<file path="src/rtl/mips_mem_bridge_if.sv">
// CPU request/response and Avalon-MM command/response signals of the MIPS memory bridge.
// The slave modport is the bridge's view; master is the CPU + bus environment.
interface mips_mem_bridge_if;
   logic        cpu_read;
   logic        cpu_write;
   logic        cpu_byte;
   logic        cpu_unsigned;
   logic [31:0] cpu_addr;
   logic [31:0] cpu_wdata;
   logic        stall;
   logic [31:0] cpu_rdata;
   logic        bus_error;
   logic [31:0] avm_address;
   logic        avm_read;
   logic        avm_write;
   logic [31:0] avm_writedata;
   logic [3:0]  avm_byteenable;
   logic        avm_waitrequest;
   logic [31:0] avm_readdata;
   logic        avm_readdatavalid;

   modport slave (
      input  cpu_read, cpu_write, cpu_byte, cpu_unsigned, cpu_addr, cpu_wdata,
      output stall, cpu_rdata, bus_error,
      output avm_address, avm_read, avm_write, avm_writedata, avm_byteenable,
      input  avm_waitrequest, avm_readdata, avm_readdatavalid
   );

   modport master (
      output cpu_read, cpu_write, cpu_byte, cpu_unsigned, cpu_addr, cpu_wdata,
      input  stall, cpu_rdata, bus_error,
      input  avm_address, avm_read, avm_write, avm_writedata, avm_byteenable,
      output avm_waitrequest, avm_readdata, avm_readdatavalid
   );
endinterface

</file>
<file path="src/rtl/mips_mem_bridge.sv">
// Memory-side responder for the multicycle MIPS control path: runs one word/byte
// load/store at a time as an Avalon-MM pipelined-read transaction and stalls the CPU until done.
module mips_mem_bridge #(
   parameter int unsigned TIMEOUT = 255
) (
   input logic              clk,
   input logic              rst_n,
   mips_mem_bridge_if.slave bus
);
   localparam logic [1:0] IDLE      = 2'd0;
   localparam logic [1:0] ISSUE     = 2'd1;
   localparam logic [1:0] WAIT_DATA = 2'd2;
   localparam logic [1:0] RESP      = 2'd3;

   logic [1:0]  state;
   logic [15:0] timer;
   logic        lat_read;
   logic        lat_byte;
   logic        lat_unsigned;
   logic [31:0] lat_addr;
   logic [31:0] lat_wdata;
   logic [31:0] rdata_q;
   logic        err_q;

   logic        issuing;
   logic        timed_out;
   logic        request;
   logic [3:0]  be;
   logic [7:0]  lane;
   logic [31:0] load_val;

   assign issuing   = (state == ISSUE);
   assign timed_out = (timer == 16'(TIMEOUT - 1));
   assign request   = bus.cpu_read | bus.cpu_write;

   always_comb begin
      be       = lat_byte ? (4'b0001 << lat_addr[1:0]) : 4'b1111;
      lane     = bus.avm_readdata[{lat_addr[1:0], 3'b000} +: 8];
      load_val = lat_byte ? {{24{~lat_unsigned & lane[7]}}, lane} : bus.avm_readdata;
   end

   // Stall is combinational in IDLE so the control FSM holds in the request cycle.
   assign bus.stall          = rst_n & ((state == IDLE) ? request : (state != RESP));
   assign bus.avm_read       = issuing & lat_read;
   assign bus.avm_write      = issuing & ~lat_read;
   assign bus.avm_address    = issuing ? {lat_addr[31:2], 2'b00} : '0;
   assign bus.avm_byteenable = issuing ? be : '0;
   assign bus.avm_writedata  = (issuing & ~lat_read) ?
                               (lat_byte ? {4{lat_wdata[7:0]}} : lat_wdata) : '0;
   assign bus.cpu_rdata      = rdata_q;
   assign bus.bus_error      = err_q;

   always_ff @(posedge clk or negedge rst_n) begin
      if (!rst_n) begin
         state        <= IDLE;
         timer        <= '0;
         lat_read     <= 1'b0;
         lat_byte     <= 1'b0;
         lat_unsigned <= 1'b0;
         lat_addr     <= '0;
         lat_wdata    <= '0;
         rdata_q      <= '0;
         err_q        <= 1'b0;
      end else begin
         case (state)
            IDLE: begin
               if (request) begin
                  lat_read     <= bus.cpu_read;
                  lat_byte     <= bus.cpu_byte;
                  lat_unsigned <= bus.cpu_unsigned;
                  lat_addr     <= bus.cpu_addr;
                  lat_wdata    <= bus.cpu_wdata;
                  rdata_q      <= '0;
                  timer        <= '0;
                  if (!bus.cpu_byte && (bus.cpu_addr[1:0] != 2'b00)) begin
                     err_q <= 1'b1;
                     state <= RESP;
                  end else begin
                     err_q <= 1'b0;
                     state <= ISSUE;
                  end
               end
            end
            ISSUE: begin
               // Completion in the accept cycle wins over an expiring timer.
               if (!bus.avm_waitrequest && !lat_read) begin
                  state <= RESP;
               end else if (!bus.avm_waitrequest && bus.avm_readdatavalid) begin
                  rdata_q <= load_val;
                  state   <= RESP;
               end else if (timed_out) begin
                  err_q   <= 1'b1;
                  rdata_q <= '0;
                  state   <= RESP;
               end else begin
                  timer <= timer + 16'd1;
                  if (!bus.avm_waitrequest) state <= WAIT_DATA;
               end
            end
            WAIT_DATA: begin
               if (bus.avm_readdatavalid) begin
                  rdata_q <= load_val;
                  state   <= RESP;
               end else if (timed_out) begin
                  err_q   <= 1'b1;
                  rdata_q <= '0;
                  state   <= RESP;
               end else begin
                  timer <= timer + 16'd1;
               end
            end
            default: state <= IDLE;
         endcase
      end
   end
endmodule

</file>
<file path="src/flat_wrapper.sv">
// flat-port wrapper written by rule: the top's interface ports become plain ports
module mips_mem_bridge_flat 
#(
   parameter int unsigned TIMEOUT = 255
)
  (clk, rst_n, bus_cpu_read, bus_cpu_write, bus_cpu_byte, bus_cpu_unsigned, bus_cpu_addr, bus_cpu_wdata, bus_stall, bus_cpu_rdata, bus_bus_error, bus_avm_address, bus_avm_read, bus_avm_write, bus_avm_writedata, bus_avm_byteenable, bus_avm_waitrequest, bus_avm_readdata, bus_avm_readdatavalid);
  mips_mem_bridge_if bus_i ();
  input logic clk;
  input logic rst_n;
  input wire logic [$bits(bus_i.cpu_read)-1:0] bus_cpu_read;
  input wire logic [$bits(bus_i.cpu_write)-1:0] bus_cpu_write;
  input wire logic [$bits(bus_i.cpu_byte)-1:0] bus_cpu_byte;
  input wire logic [$bits(bus_i.cpu_unsigned)-1:0] bus_cpu_unsigned;
  input wire logic [$bits(bus_i.cpu_addr)-1:0] bus_cpu_addr;
  input wire logic [$bits(bus_i.cpu_wdata)-1:0] bus_cpu_wdata;
  output wire logic [$bits(bus_i.stall)-1:0] bus_stall;
  output wire logic [$bits(bus_i.cpu_rdata)-1:0] bus_cpu_rdata;
  output wire logic [$bits(bus_i.bus_error)-1:0] bus_bus_error;
  output wire logic [$bits(bus_i.avm_address)-1:0] bus_avm_address;
  output wire logic [$bits(bus_i.avm_read)-1:0] bus_avm_read;
  output wire logic [$bits(bus_i.avm_write)-1:0] bus_avm_write;
  output wire logic [$bits(bus_i.avm_writedata)-1:0] bus_avm_writedata;
  output wire logic [$bits(bus_i.avm_byteenable)-1:0] bus_avm_byteenable;
  input wire logic [$bits(bus_i.avm_waitrequest)-1:0] bus_avm_waitrequest;
  input wire logic [$bits(bus_i.avm_readdata)-1:0] bus_avm_readdata;
  input wire logic [$bits(bus_i.avm_readdatavalid)-1:0] bus_avm_readdatavalid;
  assign bus_i.cpu_read = bus_cpu_read;
  assign bus_i.cpu_write = bus_cpu_write;
  assign bus_i.cpu_byte = bus_cpu_byte;
  assign bus_i.cpu_unsigned = bus_cpu_unsigned;
  assign bus_i.cpu_addr = bus_cpu_addr;
  assign bus_i.cpu_wdata = bus_cpu_wdata;
  assign bus_stall = bus_i.stall;
  assign bus_cpu_rdata = bus_i.cpu_rdata;
  assign bus_bus_error = bus_i.bus_error;
  assign bus_avm_address = bus_i.avm_address;
  assign bus_avm_read = bus_i.avm_read;
  assign bus_avm_write = bus_i.avm_write;
  assign bus_avm_writedata = bus_i.avm_writedata;
  assign bus_avm_byteenable = bus_i.avm_byteenable;
  assign bus_i.avm_waitrequest = bus_avm_waitrequest;
  assign bus_i.avm_readdata = bus_avm_readdata;
  assign bus_i.avm_readdatavalid = bus_avm_readdatavalid;
  mips_mem_bridge #(.TIMEOUT(TIMEOUT)) u_core (.clk(clk), .rst_n(rst_n), .bus(bus_i));
endmodule
</file>
<file path="config.mk">
export PLATFORM = sky130hd
export DESIGN_NAME = mips_mem_bridge_flat
export DESIGN_NICKNAME = d
export VERILOG_FILES = /design/src/rtl/mips_mem_bridge_if.sv /design/src/rtl/mips_mem_bridge.sv /design/src/flat_wrapper.sv
export SDC_FILE = /design/constraint.sdc
export NUM_CORES = 1
export LEC_CHECK = 0
export CORE_MARGIN = 2
export CORE_UTILIZATION = 50
export DETAILED_ROUTE_END_ITERATION = 8
export GPL_ROUTABILITY_DRIVEN = 0
export HOLD_SLACK_MARGIN = 0.1
export PLACE_DENSITY = 0.83
export SLEW_MARGIN = 15
export SYNTH_ARGS = -nofsm -noshare
export SYNTH_HDL_FRONTEND = slang
export SYNTH_SLANG_ARGS = --single-unit
</file>
<file path="constraint.sdc">
create_clock -name clk -period 5.53 [get_ports clk]
set_input_delay 0.553 -clock clk [delete_from_list [all_inputs] [get_ports clk]]
set_output_delay 0.553 -clock clk [all_outputs]
set_load 0.01 [all_outputs]
</file>
**Word level (Yosys, flattened, before mapping)**

Index checks and enable logic that the tools add are counted.

- Register bits after elaboration: 118
- Output and inout port bits: 104
- Logic and storage cells: 77
- Input bits: 104

- Add/subtract/negate cells: 1
- Bitwise logic cells: 7
- Shift-type cells: 2
- Eq/ne operators: 10
- Muxes and demuxes: 35
- Reductions and logical operators: 13

Operator list:

| kind | number |
|---|---|
| 32-bit 2-to-1 mux | 9 |
| 32-bit case mux with 3 select lines | 1 |
| 16-bit 2-to-1 mux | 5 |
| 16-bit case mux with 3 select lines | 1 |
| 32-bit by 6-bit indexed part select with 8-bit output | 1 |
| 16-bit by 1-bit adder with 16-bit output, second input constant | 1 |
| 16-bit by 8-bit equality test with 1-bit output, second input constant | 1 |
| 2-bit 2-to-1 mux | 8 |
| 4-bit 2-to-1 mux | 2 |
| 2-bit inequality test, second input constant | 4 |
| 1-bit 2-to-1 mux | 7 |
| 2-bit case mux with 3 select lines | 1 |
| 3-bit AND reduction | 2 |
| 5-bit inequality test, second input constant | 1 |
| 5-bit AND reduction | 1 |
| 1-bit AND | 4 |
| 1-bit by 2-bit left shift with 4-bit output, first input constant | 1 |
| 1-bit logical AND | 3 |
| 1-bit zero test | 3 |
| 3-bit by 2-bit inequality test with 1-bit output, second input constant | 1 |
| 1-bit case mux with 3 select lines | 1 |
| 3-bit nonzero test | 1 |
| 2-bit by 1-bit equality test with 1-bit output, second input constant | 1 |
| 2-bit equality test, second input constant | 1 |
| 6 further kinds | 7 |

**Longest topological paths before layout**

Gate-level depths: netlist of run 1.

- Depth in word-level cells: 6
- Gate-level depth with buffers: 10
- Depth with buffers taken out: 8

**Least setup slack after synthesis of run 1**

No wires, ideal clock.

- Path type: register -> register
- Start: register u_core.state[1]
- End: register u_core.rdata_q[15] (netlist: u_core.bus.cpu_rdata[15])
- Path slack: 3.432 ns
- Clock period less this slack: 2.098 ns
- Data required time: 5.455 ns
- Setup time: 0.075 ns
- Cell stages (with the launch flop): 11
- Buffers on the path: 2
- Data arrival time: 2.024 ns
- Path through: dfrtp_1 -> inv_1 -> ha_1 -> nand2b_1 -> buf_4 -> inv_4 -> a211oi_4 -> o2111ai_2 -> a21o_4 -> buf_6 -> o2bb2ai_2

- Word-level cells in the longest chain between the ends: 3
- Elaborated cells on any way between the ends: 8
- Those cells by class: eq/ne: 4; mux: 1; reduce/logical: 3

RTL lines:

| item | RTL line | source |
|---|---|---|
| start: declaration | mips_mem_bridge.sv:15 | `logic [1:0] state;` |
| start signal: assignment | mips_mem_bridge.sv:55 | `state <= IDLE;` |
| start signal: assignment | mips_mem_bridge.sv:77 | `state <= RESP;` |
| start signal: assignment | mips_mem_bridge.sv:80 | `state <= ISSUE;` |
| 2-bit by 1-bit equality test with 1-bit output, or another cell as far along | mips_mem_bridge.sv:65 | `case (state)` |
| 2-bit inequality test (no line), or another cell as far along | - |  |
| 3-bit AND reduction (no line) | - |  |
| end signal: assignment | mips_mem_bridge.sv:89 | `rdata_q <= load_val;` |
| end signal: assignment | mips_mem_bridge.sv:102 | `rdata_q <= load_val;` |
| end: declaration | mips_mem_bridge.sv:22 | `logic [31:0] rdata_q;` |

Parallel ways exist; a longest one is shown, timed or not.
A chain may end at the register's enable or synchronous reset.

**Final worst setup path of run 1**

- Start: register u_core.state[1]
- End: output bus_avm_writedata[6]

- Word-level cells in the longest chain between the ends: 3

RTL lines:

| item | RTL line | source |
|---|---|---|
| 2-bit by 1-bit equality test with 1-bit output | mips_mem_bridge.sv:32 | `assign issuing = (state == ISSUE);` |
| 1-bit AND | mips_mem_bridge.sv:48 | `assign bus.avm_writedata = (issuing & ~lat_read) ?` |
| 32-bit 2-to-1 mux | mips_mem_bridge.sv:48 |  |
| end: declaration | flat_wrapper.sv:22 | `output wire logic [$bits(bus_i.avm_writedata)-1:0] bus_avm_writedata;` |

Every way passes these cells.

==> reports/results.txt, run 1 <==
The number of failing hold endpoints at the final stage came out at 0. The synthesized flop and latch total was 118. The routed via count was 5258; the average footprint of a synthesized cell was 10.8 um^2.

The switching power share of the total was 0.365. The remaining global-route overflow was 0; the max-cap violation count was 0. Sum of net half-perimeters after detailed placement: 12.1 mm. Sequential cell fraction of total power: 0.318. The run gives 0.00177 W as the switching power.

The first global-routing pass estimated 27.2 mm of wire. The top-area cell type share of the netlist area came out at 0.484. Once placement completed, the tool counted placed cells totaling 882. The number of sinks handled by clock tree synthesis was 118; the number of nets in the final layout was 864. The number of vias per cell after detailed routing was 5.76; the cell area after technology mapping was 6100 um^2. The number of flops mapped to enable cells by yosys is 0. The floorplan step set the die height to 114 um.

The fraction of final layout cells sized beyond drive strength 1 came out at 0.166. The number of clock buffers added by TritonCTS is 17. The clock period minus final worst setup slack is 3.80 ns, and the register clock-pin slew on the reported worst setup and hold paths is 0.05 ns. STA classifies the critical path endpoint as an output port. Entering global routing, the biggest net connects 64 pins. Row generation in the floorplan step produced 40 rows.

Measured in cells, the most critical reg-to-reg path has a length of 8. The number of filler cells placed in the layout is 821. Sequential element share of the synthesized area: 0.484. Compared with the post-synthesis result, the final layout area differs by 43.5%. The repair_antennas step left the layout with diodes totalling 0. The tools report the I/O pin count as 208. The transition at the pin with the smallest max-transition slack works out to 1.01 ns. The tools report the number of buffers on the longest clock path as 2.

The combinational share of power is 0.451. The logs give 263 MHz for the maximum clock rate and 17.5 mm for the wire length reported by the detailed router. The post-cts gate resize count is 0.

Before antenna repair, the detailed router went through 7 iterations. Of all nets on the critical path, the largest fanout is 41. The final number of max-transition violations was 0. The remaining number of nets flagged by the antenna check after routing was 0. The logs give 0.42 ns for the clock insertion delay at the later pin of the skew report and 12000 um^2 for the total core area.

The first routing iteration left 635 violations. Setup repair after global routing left no endpoint under its margin. The average wire per standard cell is 19.2 um. The final cell utilization of the core was 0.732. TritonCTS built the clock tree. For the final total negative setup slack, the log shows 0 ns. For the final database, setup skew stands at 0.00695 ns. The starting utilization of the core area is 0.510. The run finished with clean final reports. In this run the number of H-tree levels came out at 4.

The worst hold path belongs to the class input port to asynchronous set/reset pin. The tools report the initial antenna violation count as 0. The share of the clock period used by the worst path after layout is 0.687. STA classifies the critical path startpoint as a register. The logs give 13100 um^2 for the area of the die and 0.267 for the global router's overall resource usage. The cell at the root of the clock tree is sky130_fd_sc_hd__clkbuf_16. IR analysis of the VDD net gives a maximum drop of 303 uV. After detailed routing, the number of remaining DRC violations is 0. The number of global-route vias before repair is 5320, and the number of buffers inserted for hold repair after clock tree synthesis is 0.

During placement, the flow inserted port buffers numbering 205. The most used flip-flop cell after synthesis is sky130_fd_sc_hd__dfrtp_1. The internal power contribution was 0.00307 W; the power per unit of standard cell area was 552 nW/um^2. Summed over all instances, the cell type with the most area after synthesis is sky130_fd_sc_hd__dfrtp_1.

The cell count after synthesis came out at 567. Once layout is complete, the cells apart from fillers number 913. The worst setup path is of the register to output port kind. The tools report the power share of the clock group as 0.231. After synthesis, the most frequently instantiated cells are 118 x sky130_fd_sc_hd__dfrtp_1, 66 x sky130_fd_sc_hd__mux2_2, 43 x sky130_fd_sc_hd__and2_1, 37 x sky130_fd_sc_hd__a21oi_1.

The horizontal die dimension is 114 um, and the share of flip-flops with an asynchronous set or reset after synthesis is 1.00. The library cell with the highest instance count after synthesis is sky130_fd_sc_hd__dfrtp_1. Yosys attributes the largest share of cell area to sky130_fd_sc_hd__dfrtp_1 48%, sky130_fd_sc_hd__mux2_2 12%, sky130_fd_sc_hd__and2_1 4.4%, sky130_fd_sc_hd__a21oi_1 3.0%, sky130_fd_sc_hd__o2bb2ai_1 3.0%. For the total of warnings raised by yosys, the log shows 0. Setup violations remaining at the end of the flow were counted as 0. STA puts the critical path data required time at 4.98 ns. Synthesis instantiated 55 different standard cells from the library. For this design the static power due to leakage is 3.62 nW.

The worst-case headroom to the max-slew limit was 0.329; the signal arrival time at the worst endpoint was 3.25 ns. The number of setup buffers added after CTS is 0.
-- placed cells by master, fill, tap and decap left out, types with 8 or more instances in the layout --
master                            instances
sky130_fd_sc_hd__clkdlybuf4s50_1        204
sky130_fd_sc_hd__dfrtp_1                117
sky130_fd_sc_hd__mux2_2                  66
sky130_fd_sc_hd__and2_1                  43
sky130_fd_sc_hd__a21oi_1                 37
sky130_fd_sc_hd__nand2_1                 36
sky130_fd_sc_hd__nor2_1                  36
sky130_fd_sc_hd__nand2b_1                28
sky130_fd_sc_hd__o2bb2ai_1               21
sky130_fd_sc_hd__inv_1                   19
sky130_fd_sc_hd__o21ai_0                 17
sky130_fd_sc_hd__clkbuf_16               17
sky130_fd_sc_hd__o2bb2ai_2               11
sky130_fd_sc_hd__mux2i_1                  9
sky130_fd_sc_hd__a31oi_1                  8
sky130_fd_sc_hd__o221ai_1                 8
-- state kept, by name, summed over array words and instances (netlist names) --
register,cells
u_core.lat_read,1
u_core.lat_unsigned,1
u_core.timer,16
u_core.lat_wdata,32
u_core.lat_addr,32
u_core.lat_byte,1
u_core.state,2
u_core.bus.bus_error,1
u_core.bus.cpu_rdata,32
-- path summary, 6_finish.rpt --
check	startpoint	endpoint	slack, ns
setup / recovery	u_core.state[1]	bus_avm_writedata[6]	1.73
hold / removal	rst_n	u_core.lat_wdata[15]	0.18
setup reg to reg	u_core.state[1]	u_core.timer[6]	1.90
hold reg to reg	u_core.bus.cpu_rdata[0]	u_core.bus.cpu_rdata[0]	0.49
max in group asynchronous	rst_n	u_core.lat_byte	4.00
min in group clk	u_core.bus.cpu_rdata[0]	u_core.bus.cpu_rdata[0]	0.49
-- worst max-delay path, cell delays in order, from the launching register on --
cell                              delay [ns]
sky130_fd_sc_hd__dfrtp_1                0.41
sky130_fd_sc_hd__inv_1                  0.11
sky130_fd_sc_hd__ha_2                   0.57
sky130_fd_sc_hd__nand2b_1               0.65
sky130_fd_sc_hd__inv_4                  0.36
sky130_fd_sc_hd__and2_1                 0.18
sky130_fd_sc_hd__clkdlybuf4s50_1        0.55
-- kinds of logic after synthesis --
group	synth area share
flip-flops	0.484
AND/OR/NAND/NOR	0.154
adder cells (fa/ha/maj)	0.0123
AO/OA/AOI/OAI	0.160
buffers and inverters	0.0494
other	0.000614
multiplexers	0.140
-- power groups by stage --
stage | combinational [W] | sequential (W) | clock [W]
finish | 0.00218 | 0.00154 | 0.00112
global route | 0.00235 | 0.00159 | 0.00116
CTS | 0.00218 | 0.00153 | 0.00112
detailed placement | 0.00216 | 0.00154 | 0
global placement | 0.00210 | 0.00151 | 0
floorplan | 0.00142 | 0.00144 | 0
-- layout make-up --
class	count	area [um^2]	share of cell area
multi-input cells	388	2870	0.327
clock buffers	23	508	0.0580
well taps	147	184	0.0210
clock inverters	8	95.1	0.0109
flip-flops and latches	118	2950	0.337
inverters	21	81.3	0.00928
repair buffers	208	2070	0.237
-- metal layers --
metal	GRT usage	share of wire	vias up
met4	0.110	0.029	0
li1	-	-	2382
met1	0.318	0.40	2571
met5	0	0	-
met2	0.456	0.50	269
met3	0.0736	0.075	36
-- stage by stage --
stage,power [W],hold WS [ns],cell area [um^2],worst slack [ns]
global route,0.00510,0.240,8760,1.48
CTS,0.00484,0.217,8760,1.17
detailed placement,0.00370,0.472,8160,1.62
floorplan,0.00286,0.257,6110,3.43
global placement,0.00361,0.459,8160,1.84
finish,0.00483,0.182,8760,1.73
Note: power is estimated with default switching activity, not from simulation.
==> inputs of run 2 (changes only) <==
CORE_UTILIZATION = 42   (was 50)
PLACE_DENSITY = 0.74   (was 0.83)
clock period = 3.45 ns   (was 5.53 ns; I/O delays follow)
==> run 2 against run 1 <==
Compared with the run above:
- flip-flop and latch count stayed put
- critical path depth is 1 lower
- global-route usage is 3.5 points lower
- total power is 60% higher
==> reports/results.txt, run 2 (synthesis gave the netlist of run 1 again) <==
The worst hold path class is register to register. The remaining global-route overflow was 0. Clock tree synthesis selected as its root buffer the cell sky130_fd_sc_hd__clkbuf_16.

In the final timing run, aggregate negative setup slack is 0 ns. At the worst endpoint, the required time is 3.11 ns. Number of buffer cells added on primary ports: 205. The worst-case setup slack after placement was 0.813 ns.

The tools report the hold-critical path endpoint as u_core.bus.cpu_rdata[31]. Worst-case headroom to the max-slew limit: 0.403. For the final cell utilization of the core, the log shows 0.617.

0 antenna diodes ended up in the layout. The logs give 0 for the number of failing hold endpoints at the final stage and 44 for the row count. Derived from the worst setup path, the maximum achievable clock frequency is 342 MHz. Worst reg2reg path startpoint: u_core.timer[12]. Subtracting the final worst setup slack from the clock period gives 2.93 ns. In this run the most critical hold path is launched from u_core.bus.cpu_rdata[31]. Entering global routing, the biggest net connects 68 pins.

The total core area came out at 14400 um^2. The clock passes through at most 2 buffers. The class of the most critical setup path is register to output port.

The first global-routing pass estimated 28.8 mm of wire. Final number of max-transition violations: 0. Grouping stages by cell kind, the critical path spends the most delay in simple AND/OR/NAND/NOR gates.

After detailed routing, the number of remaining DRC violations is 0. For the number of search-and-repair iterations in the first detailed-routing pass, the log shows 6. The terminus of the critical flop-to-flop path is u_core.bus.cpu_rdata[6]. The detailed router's first-iteration violation count is 293, and the number of vias per cell after detailed routing is 5.44.

Leaving out fill and tap cells, the most frequent cell in the layout is sky130_fd_sc_hd__clkdlybuf4s50_1. The average wire per standard cell was 18.3 um. The remaining number of nets flagged by the antenna check after routing is 0. The worst setup path is captured at an output port.

The setup violation total in the final timing report came out at 0. Across the run, the number of max-cap violations was 0. In this run the worst setup path begins at u_core.state[0].

In this run the worst path has a maximum fanout of 7. VDD sags by at most 478 uV. Relative to the synthesized area, the layout overhead comes to 45.2%. The routed via count came out at 5207.

The run gives 208 as the I/O pin count. Data arrives at the worst endpoint at 2.58 ns. Walking the worst path, the cells encountered are inv_1 -> ha_1 -> nor3b_1 -> a211oi_1 -> clkdlybuf4s50_1. The register clock-pin slew on the reported worst setup and hold paths was 0.05 ns.

The number of nets in the final layout is 870, and the critical path buffer and inverter count is 2. Counting the fill cells in the layout gives 1141. In this run the power density over the cells is 876 nW/um^2. Startpoint kind of the worst setup timing path: a register. The transition at the pin with the smallest max-transition slack is 0.895 ns. After layout, the worst setup slack is 0.524 ns. The slowest stage of the critical path belongs to the cell sky130_fd_sc_hd__nor3b_1. Setup repair after global routing left no endpoint under its margin. The overall power came out at 0.00776 W.

The static leakage is 3.66 nW. The number of levels the H-tree was split into came out at 4. The final layout contains routed wiring with a total length of 17.5 mm. The number of cell instances on the worst register-to-register path works out to 5. The number of global-route vias before repair is 5448. For the clock buffer count from CTS, the log shows 17. Horizontal die dimension: 125 um. The post-cts gate resize count was 0. TritonCTS built the clock tree.

For the buffers inserted during post-CTS setup optimization, the log shows 0. For the final setup skew, the log shows 0.00508 ns. The worst register-to-register path has a setup slack of 0.80 ns. Hold is met by 0.485 ns. Detailed placement finished with a half-perimeter wire length of 12.5 mm.

In the layout the commonest cells are 204 x sky130_fd_sc_hd__clkdlybuf4s50_1, 117 x sky130_fd_sc_hd__dfrtp_1, 66 x sky130_fd_sc_hd__mux2_2. The number of cells traversed by the worst hold path came out at 1. For the starting utilization of the core area, the log shows 0.425.

The share of the clock period used by the worst path after layout is 0.848. The run finished with clean final reports. The global router's overall resource usage is 0.232, and the area of the die is 15500 um^2. The initial antenna violation count came out at 0. The worst stage delay on the critical path is 0.67 ns, and the fraction of final layout cells sized beyond drive strength 1 is 0.168.

The clock insertion delay at the later pin of the skew report was 0.41 ns; the number of sinks handled by clock tree synthesis was 118. The die height works out to 125 um.
[run 2: changes by cell type in the layout (fill, tap and decap cells not counted)]
cell                            previous run  this run
sky130_fd_sc_hd__ha_2                      1         0
sky130_fd_sc_hd__clkinv_2                  4         5
sky130_fd_sc_hd__buf_4                     4         9
sky130_fd_sc_hd__dlygate4sd3_1             0         1
sky130_fd_sc_hd__ha_1                      5         6
sky130_fd_sc_hd__clkbuf_8                  6         4
sky130_fd_sc_hd__clkinvlp_4                2         1
sky130_fd_sc_hd__clkbuf_1                  0         2
sky130_fd_sc_hd__bufinv_16                 2         3
[run 2: worst register-to-register path: stages, from the launching register on]
cell,delay [ns]
sky130_fd_sc_hd__dfrtp_1,0.42
sky130_fd_sc_hd__or4_1,0.50
sky130_fd_sc_hd__or4_1,0.71
sky130_fd_sc_hd__nand2_2,0.16
sky130_fd_sc_hd__nand2_2,0.42
sky130_fd_sc_hd__o2bb2ai_1,0.30
[run 2: timing repair]
item	in CTS	in global routing
endpoints found under the hold margin	51	0
hold buffers	1	0
setup endpoints to repair	0	0
[run 2: report_power, final]
group          switching, W  internal [W]  total, W
Combinational       0.00172       0.00181   0.00352
Sequential         0.000463       0.00197   0.00243
Clock              0.000599       0.00121   0.00180
[run 2: cell type report]
type	instances	area (um^2)	share of cell area
Clock inverter	9	123	0.0138
Multi-Input combinational cell	388	2860	0.323
Inverter	21	81.3	0.00918
Sequential cell	118	2950	0.333
Tap cell	184	230	0.0260
Clock buffer	23	488	0.0551
Timing Repair Buffer	214	2120	0.239
[run 2: worst max-delay path by stage]
stage | endpoint | slack (ns) | cells after the start
final | bus_stall | 0.52 | 5
after global routing | bus_stall | 0.37 | 5
after CTS | bus_stall | 0.48 | 5
after detailed placement | u_core.bus.cpu_rdata[11] | 0.81 | 5
after global placement | u_core.bus.cpu_rdata[4] | 0.90 | 5
after floorplan | u_core.bus.cpu_rdata[15] | 1.35 | 10
[run 2: routing by layer]
| layer | wire length, um | share of wire | up-vias | track usage |
|---|---|---|---|---|
| met3 | 1220 | 0.069 | 22 | 0.0636 |
| met1 | 7250 | 0.41 | 2561 | 0.283 |
| met2 | 8760 | 0.50 | 224 | 0.394 |
| met4 | 292 | 0.017 | 0 | 0.0806 |
| li1 | - | - | 2400 | - |
| met5 | 0 | 0 | - | 0 |
[run 2: metrics by stage]
| stage | cells | cell area, um^2 |
|---|---|---|
| 2_1_floorplan | 568 | 6110 |
| 3_3_place_gp | 924 | 8240 |
| 3_5_place_dp | 924 | 8240 |
| 4_1_cts | 957 | 8860 |
| 5_1_grt | 957 | 8860 |
| 6_report | 957 | 8860 |
==> RTL change 1: new RTL, settings of run 1 <==
Reset style: synchronous (`rst_n`), changed in one clocked block.
--- a/src/rtl/mips_mem_bridge.sv
+++ b/src/rtl/mips_mem_bridge.sv
@@ -52,3 +52,3 @@
 
-   always_ff @(posedge clk or negedge rst_n) begin
+   always_ff @(posedge clk) begin
       if (!rst_n) begin
Behaviour: differs if rst_n is asserted again (counterexample within 4 cycles, from zero or initial values and one cycle with rst_n low); with rst_n held inactive, the same outputs for 4 cycles.
==> RTL change 1 against run 1 <==
Power shrank 29%; synthesized cell count grew 28%; routed wire length grew 2.3%; sequential cell count is the same; count of clock-buffer cells in the layout shrank 1; via count grew 13%; largest power group unchanged; fmax grew 9.5%; first-iteration DRC count shrank 37%; critical path type unchanged; critical path depth is the same; final area shrank 6.3%; worst setup slack gained 330 ps; area after synthesis shrank 9.3%.
==> RTL change 1: results (changes against run 1) <==
status = finished, final reports clean (unchanged)
final cell count without fillers = 1053 (was 913)
P_leak = 2.96 nW (was 3.62 nW)
Async S/R FF share, synth = 0% (was 100%)
Diodes inserted = 0 (unchanged)
critical path's slowest cell = nand2b_1 (unchanged)
cell family with most CP delay = simple AND/OR/NAND/NOR gates (was buffers and inverters)
Num CTS Buffers = 17 (unchanged)
Port Buffer Count = 205 (unchanged)
first-pass GRT wire length = 28000 um (was 27200 um)
hpwl dp = 12200 um (was 12100 um)
initial antenna violation count = 0 (unchanged)
Critical Path Fanout Max = 25 (was 41)
Unique masters post-synth = 44 (was 55)
top post-synthesis cells by area = dfxtp_1, nand2_1, a21oi_1, and2_1, o21ai_0 (was dfrtp_1, mux2_2, and2_1, a21oi_1, o2bb2ai_1)
CTS H-tree depth = 4 (unchanged)
Arrival @ worst endpoint = 2920 ps (was 3250 ps)
Main synth FF type = dfxtp_1 (was dfrtp_1)
Worst Skew = 9.80 ps (was 6.95 ps)
Pint = 2.23 mW (was 3.07 mW)
VDD IR max = 0.000272 V (was 0.000303 V)
DR pass1 iterations = 5 (was 7)
DR iter-0 viols = 399 (was 635)
Clock Tree Buf Depth = 2 (unchanged)
share of cells above drive strength 1 = 8.54% (was 16.6%)
largest net degree at the start of global routing = 81 (was 64)
latest clock arrival within the worst-skew pair = 520 ps (was 420 ps)
number of global-route vias before repair = 5884 (was 5320)
Post-DP Area = 0.00760 mm2 (was 0.00816 mm2)
total global-route track usage = 30.3% (was 26.7%)
Avg Vias per Cell = 5.63 (was 5.76)
Yosys warnings = 0 (unchanged)
Syn Area/Cell = 7.65 um2 (was 10.8 um2)
nets = 1011 (was 864)
register area share after synthesis = 42.7% (was 48.4%)
pre-CTS setup slack = 2640 ps (was 1620 ps)
CP peak stage delay = 660 ps
routed wire length = 17900 um (was 17500 um)
top cells by instance count after synthesis = nand2_1, dfxtp_1, a21oi_1, clkbuf_1, o21ai_0 (was dfrtp_1, mux2_2, and2_1, a21oi_1)
Resize count post-CTS = 0 (unchanged)
Setup Buffers After CTS = 0 (unchanged)
Slew headroom = 31.5% (was 32.9%)
Hold Vio Cnt, Final = 0 (unchanged)
clk slew on worst S/H paths = 60 ps
Root Buffer Master = clkbuf_8 (was clkbuf_16)
worst min path class = register to register (was input pin to async pin)
## RTL change 1: power groups by stage
stage	logic, mW	clock network [mW]	registers, mW
after floorplan	0.805	0	1.06
after global placement	1.19	0	1.08
after detailed placement	1.22	0	1.09
after CTS	1.23	1.15	1.07
after global routing	1.36	1.18	1.09
final	1.24	1.13	1.08
## RTL change 1: metal layers
metal / vias to the layer above / GRT usage (%) / share of wire, %
li1: 2832 / - / -
met1: 2742 / 34.3 / 38
met5: - / 0 / 0
met2: 298 / 50.7 / 49
met3: 52 / 9.92 / 9.5
met4: 0 / 16.2 / 3.6
## RTL change 1: layout make-up
type                    count  area (um2)
flip-flops and latches    118        2360
repair buffers            213        2110
clock buffers              22         463
inverters                  11        41.3
fillers                   817        2630
well taps                 140         175
clock inverters             9         149
multi-input cells         540        2910
## RTL change 1: path summary, 6_finish.rpt
| check | depth (start not counted) | to | slack [ps] | from |
|---|---|---|---|---|
| setup / recovery | 6 | bus_avm_writedata[4] | 2060 | u_core.state[1] |
| setup reg to reg | 8 | u_core.timer[15] | 2800 | u_core.state[1] |
| hold reg to reg | 2 | u_core.lat_wdata[24] | 450 | u_core.lat_wdata[24] |
| hold / removal | 2 | u_core.lat_wdata[24] | 450 | u_core.lat_wdata[24] |
## RTL change 1: cell families (layout without fill, tap and decap cells)
kind of cell    after synthesis  in the layout  synth area share, %
other cells                   1              2               0.0677
compound gates              213            213                 22.5
simple gates                310            310                 26.3
mux                           9              9                 2.03
flops                       118            118                 42.7
buf+inv                      67            255                 5.13
fa+ha+maj                     6              6                 1.36
## RTL change 1: tightest hold or removal path: cells and delay by family, from the launching register on
family	cells	cell delay, ps
flip-flops	1	310
AO/OA/AOI/OAI	1	50
AND/OR/NAND/NOR	1	50
==> RTL change 2: new RTL, config.mk and constraints of run 1 <==
Without the edit above. `TIMEOUT` is set to 255 in 2 places; all go to 127.
--- a/src/rtl/mips_mem_bridge.sv
+++ b/src/rtl/mips_mem_bridge.sv
@@ -3,3 +3,3 @@
 module mips_mem_bridge #(
-   parameter int unsigned TIMEOUT = 255
+   parameter int unsigned TIMEOUT = 127
 ) (
--- a/src/flat_wrapper.sv
+++ b/src/flat_wrapper.sv
@@ -3,3 +3,3 @@
 #(
-   parameter int unsigned TIMEOUT = 255
+   parameter int unsigned TIMEOUT = 127
 )
Formal check against the unedited RTL: no difference found for any inputs over 4 cycles, from zero or initial values and one cycle with rst_n low; that may be too few to reach the edited logic, so the function may still have changed.
==> RTL change 2 against run 1 <==
Worst setup slack better by 390 ps; count of clock-buffer cells in the layout down 1; utilization is essentially flat; final area barely moved; sequential cell count is the same; power shrank 0.41%; area after synthesis hardly changed; register-to-register slack improved by 620 ps; global-route usage up 0.69 points; critical path depth did not move; routed wire length is essentially flat.
==> RTL change 2: results (changes against run 1) <==
status = finished, final reports clean (unchanged)
DR iter-0 viols = 403 (was 635)
Worst-Margin Slew = 1000 ps (was 1010 ps)
hpwl dp = 12200 um (was 12100 um)
register area share after synthesis = 48.4% (about the same)
VDD IR max = 0.000350 V (was 0.000303 V)
Synth Instances = 572 (was 567)
cell count of the worst reg-to-reg path = 7 (was 8)
first-pass GRT wire length = 28000 um (was 27200 um)
initial antenna violation count = 0 (unchanged)
placed insts = 884 (was 882)
nets = 866 (was 864)
P_leak = 3.63 nW (was 3.62 nW)
top post-synthesis cells by area = dfrtp_1, mux2_2, o2bb2ai_1, and2_1, a21oi_1 (was dfrtp_1, mux2_2, and2_1, a21oi_1, o2bb2ai_1)
largest net degree at the start of global routing = 75 (was 64)
DR pass1 iterations = 5 (was 7)
pre-CTS setup slack = 2590 ps (was 1620 ps)
Worst Skew = 10.7 ps (was 6.95 ps)
Fin Hold WS = 133 ps (was 182 ps)
final cell count without fillers = 915 (was 913)
total global-route track usage = 27.4% (was 26.7%)
number of global-route vias before repair = 5450 (was 5320)
share of cells above drive strength 1 = 16.1% (was 16.6%)
DR vias = 5364 (was 5258)
top cells by instance count after synthesis = dfrtp_1, mux2_2, nand2_1, and2_1, a21oi_1 (was dfrtp_1, mux2_2, and2_1, a21oi_1)
Critical Path Fanout Max = 25 (was 41)
setup slack, reg-to-reg = 2520 ps (was 1900 ps)
Unique masters post-synth = 60 (was 55)
RR Endpoint = u_core.bus.cpu_rdata[8] (was u_core.timer[6])
[RTL change 2: cell families (layout without fill, tap and decap cells)]
family / Yosys count / after routing / share of synthesized area [%]
buf+inv: 55 / 250 / 4.55
other cells: 1 / 2 / 0.0615
simple gates: 183 / 183 / 16.0
flops: 118 / 118 / 48.4
fa+ha+maj: 6 / 6 / 1.23
compound gates: 133 / 133 / 15.6
mux: 76 / 76 / 14.2
[RTL change 2: area by class of cell]
type / count / area (um2) / area share (%)
flip-flops and latches: 118 / 2950 / 33.7
repair buffers: 210 / 2090 / 23.8
inverters: 9 / 33.8 / 0.386
well taps: 147 / 184 / 2.10
clock buffers: 22 / 484 / 5.53
clock inverters: 9 / 124 / 1.41
multi-input cells: 400 / 2890 / 33.0
[RTL change 2: critical path: cells and delay by family, from the launching register on]
family,cells,cell delay (ps)
buffers and inverters,3,940
DFF,1,390
adders and majority gates,1,190
and+or+nand+nor,2,910
[RTL change 2: worst max-delay path by stage]
stage / start / endpoint / slack, ps / cells after the start
6_report: u_core.state[1] / bus_avm_writedata[0] / 2120 / 6
5_1_grt: u_core.state[1] / bus_avm_writedata[0] / 1880 / 6
4_1_cts: u_core.state[1] / bus_avm_writedata[0] / 2130 / 6
3_5_place_dp: u_core.state[0] / u_core.bus.cpu_rdata[19] / 2590 / 7
3_3_place_gp: u_core.state[1] / bus_avm_writedata[6] / 2640 / 6
2_1_floorplan: u_core.state[0] / u_core.timer[3] / 3200 / 7
[RTL change 2: metrics by stage]
step	total power, mW	utilization [%]
after detailed placement	3.65	68.1
after floorplan	2.84	-
after global placement	3.56	68.1
after global routing	5.09	73.2
final	4.81	73.2
after CTS	4.82	73.2
[RTL change 2: where the power goes]
group          internal, mW  switching [mW]
Clock                 0.749           0.388
Combinational          1.09            1.07
Sequential             1.23           0.279
[RTL change 2: layer usage]
| layer | up-vias | routed length, um | global-route usage, % |
|---|---|---|---|
| li1 | 2433 | - | - |
| met1 | 2613 | 6770 | 32.9 |
| met2 | 280 | 8670 | 45.7 |
| met3 | 38 | 1600 | 10.2 |
| met4 | 0 | 458 | 8.78 |
| met5 | - | 0 | 0 |
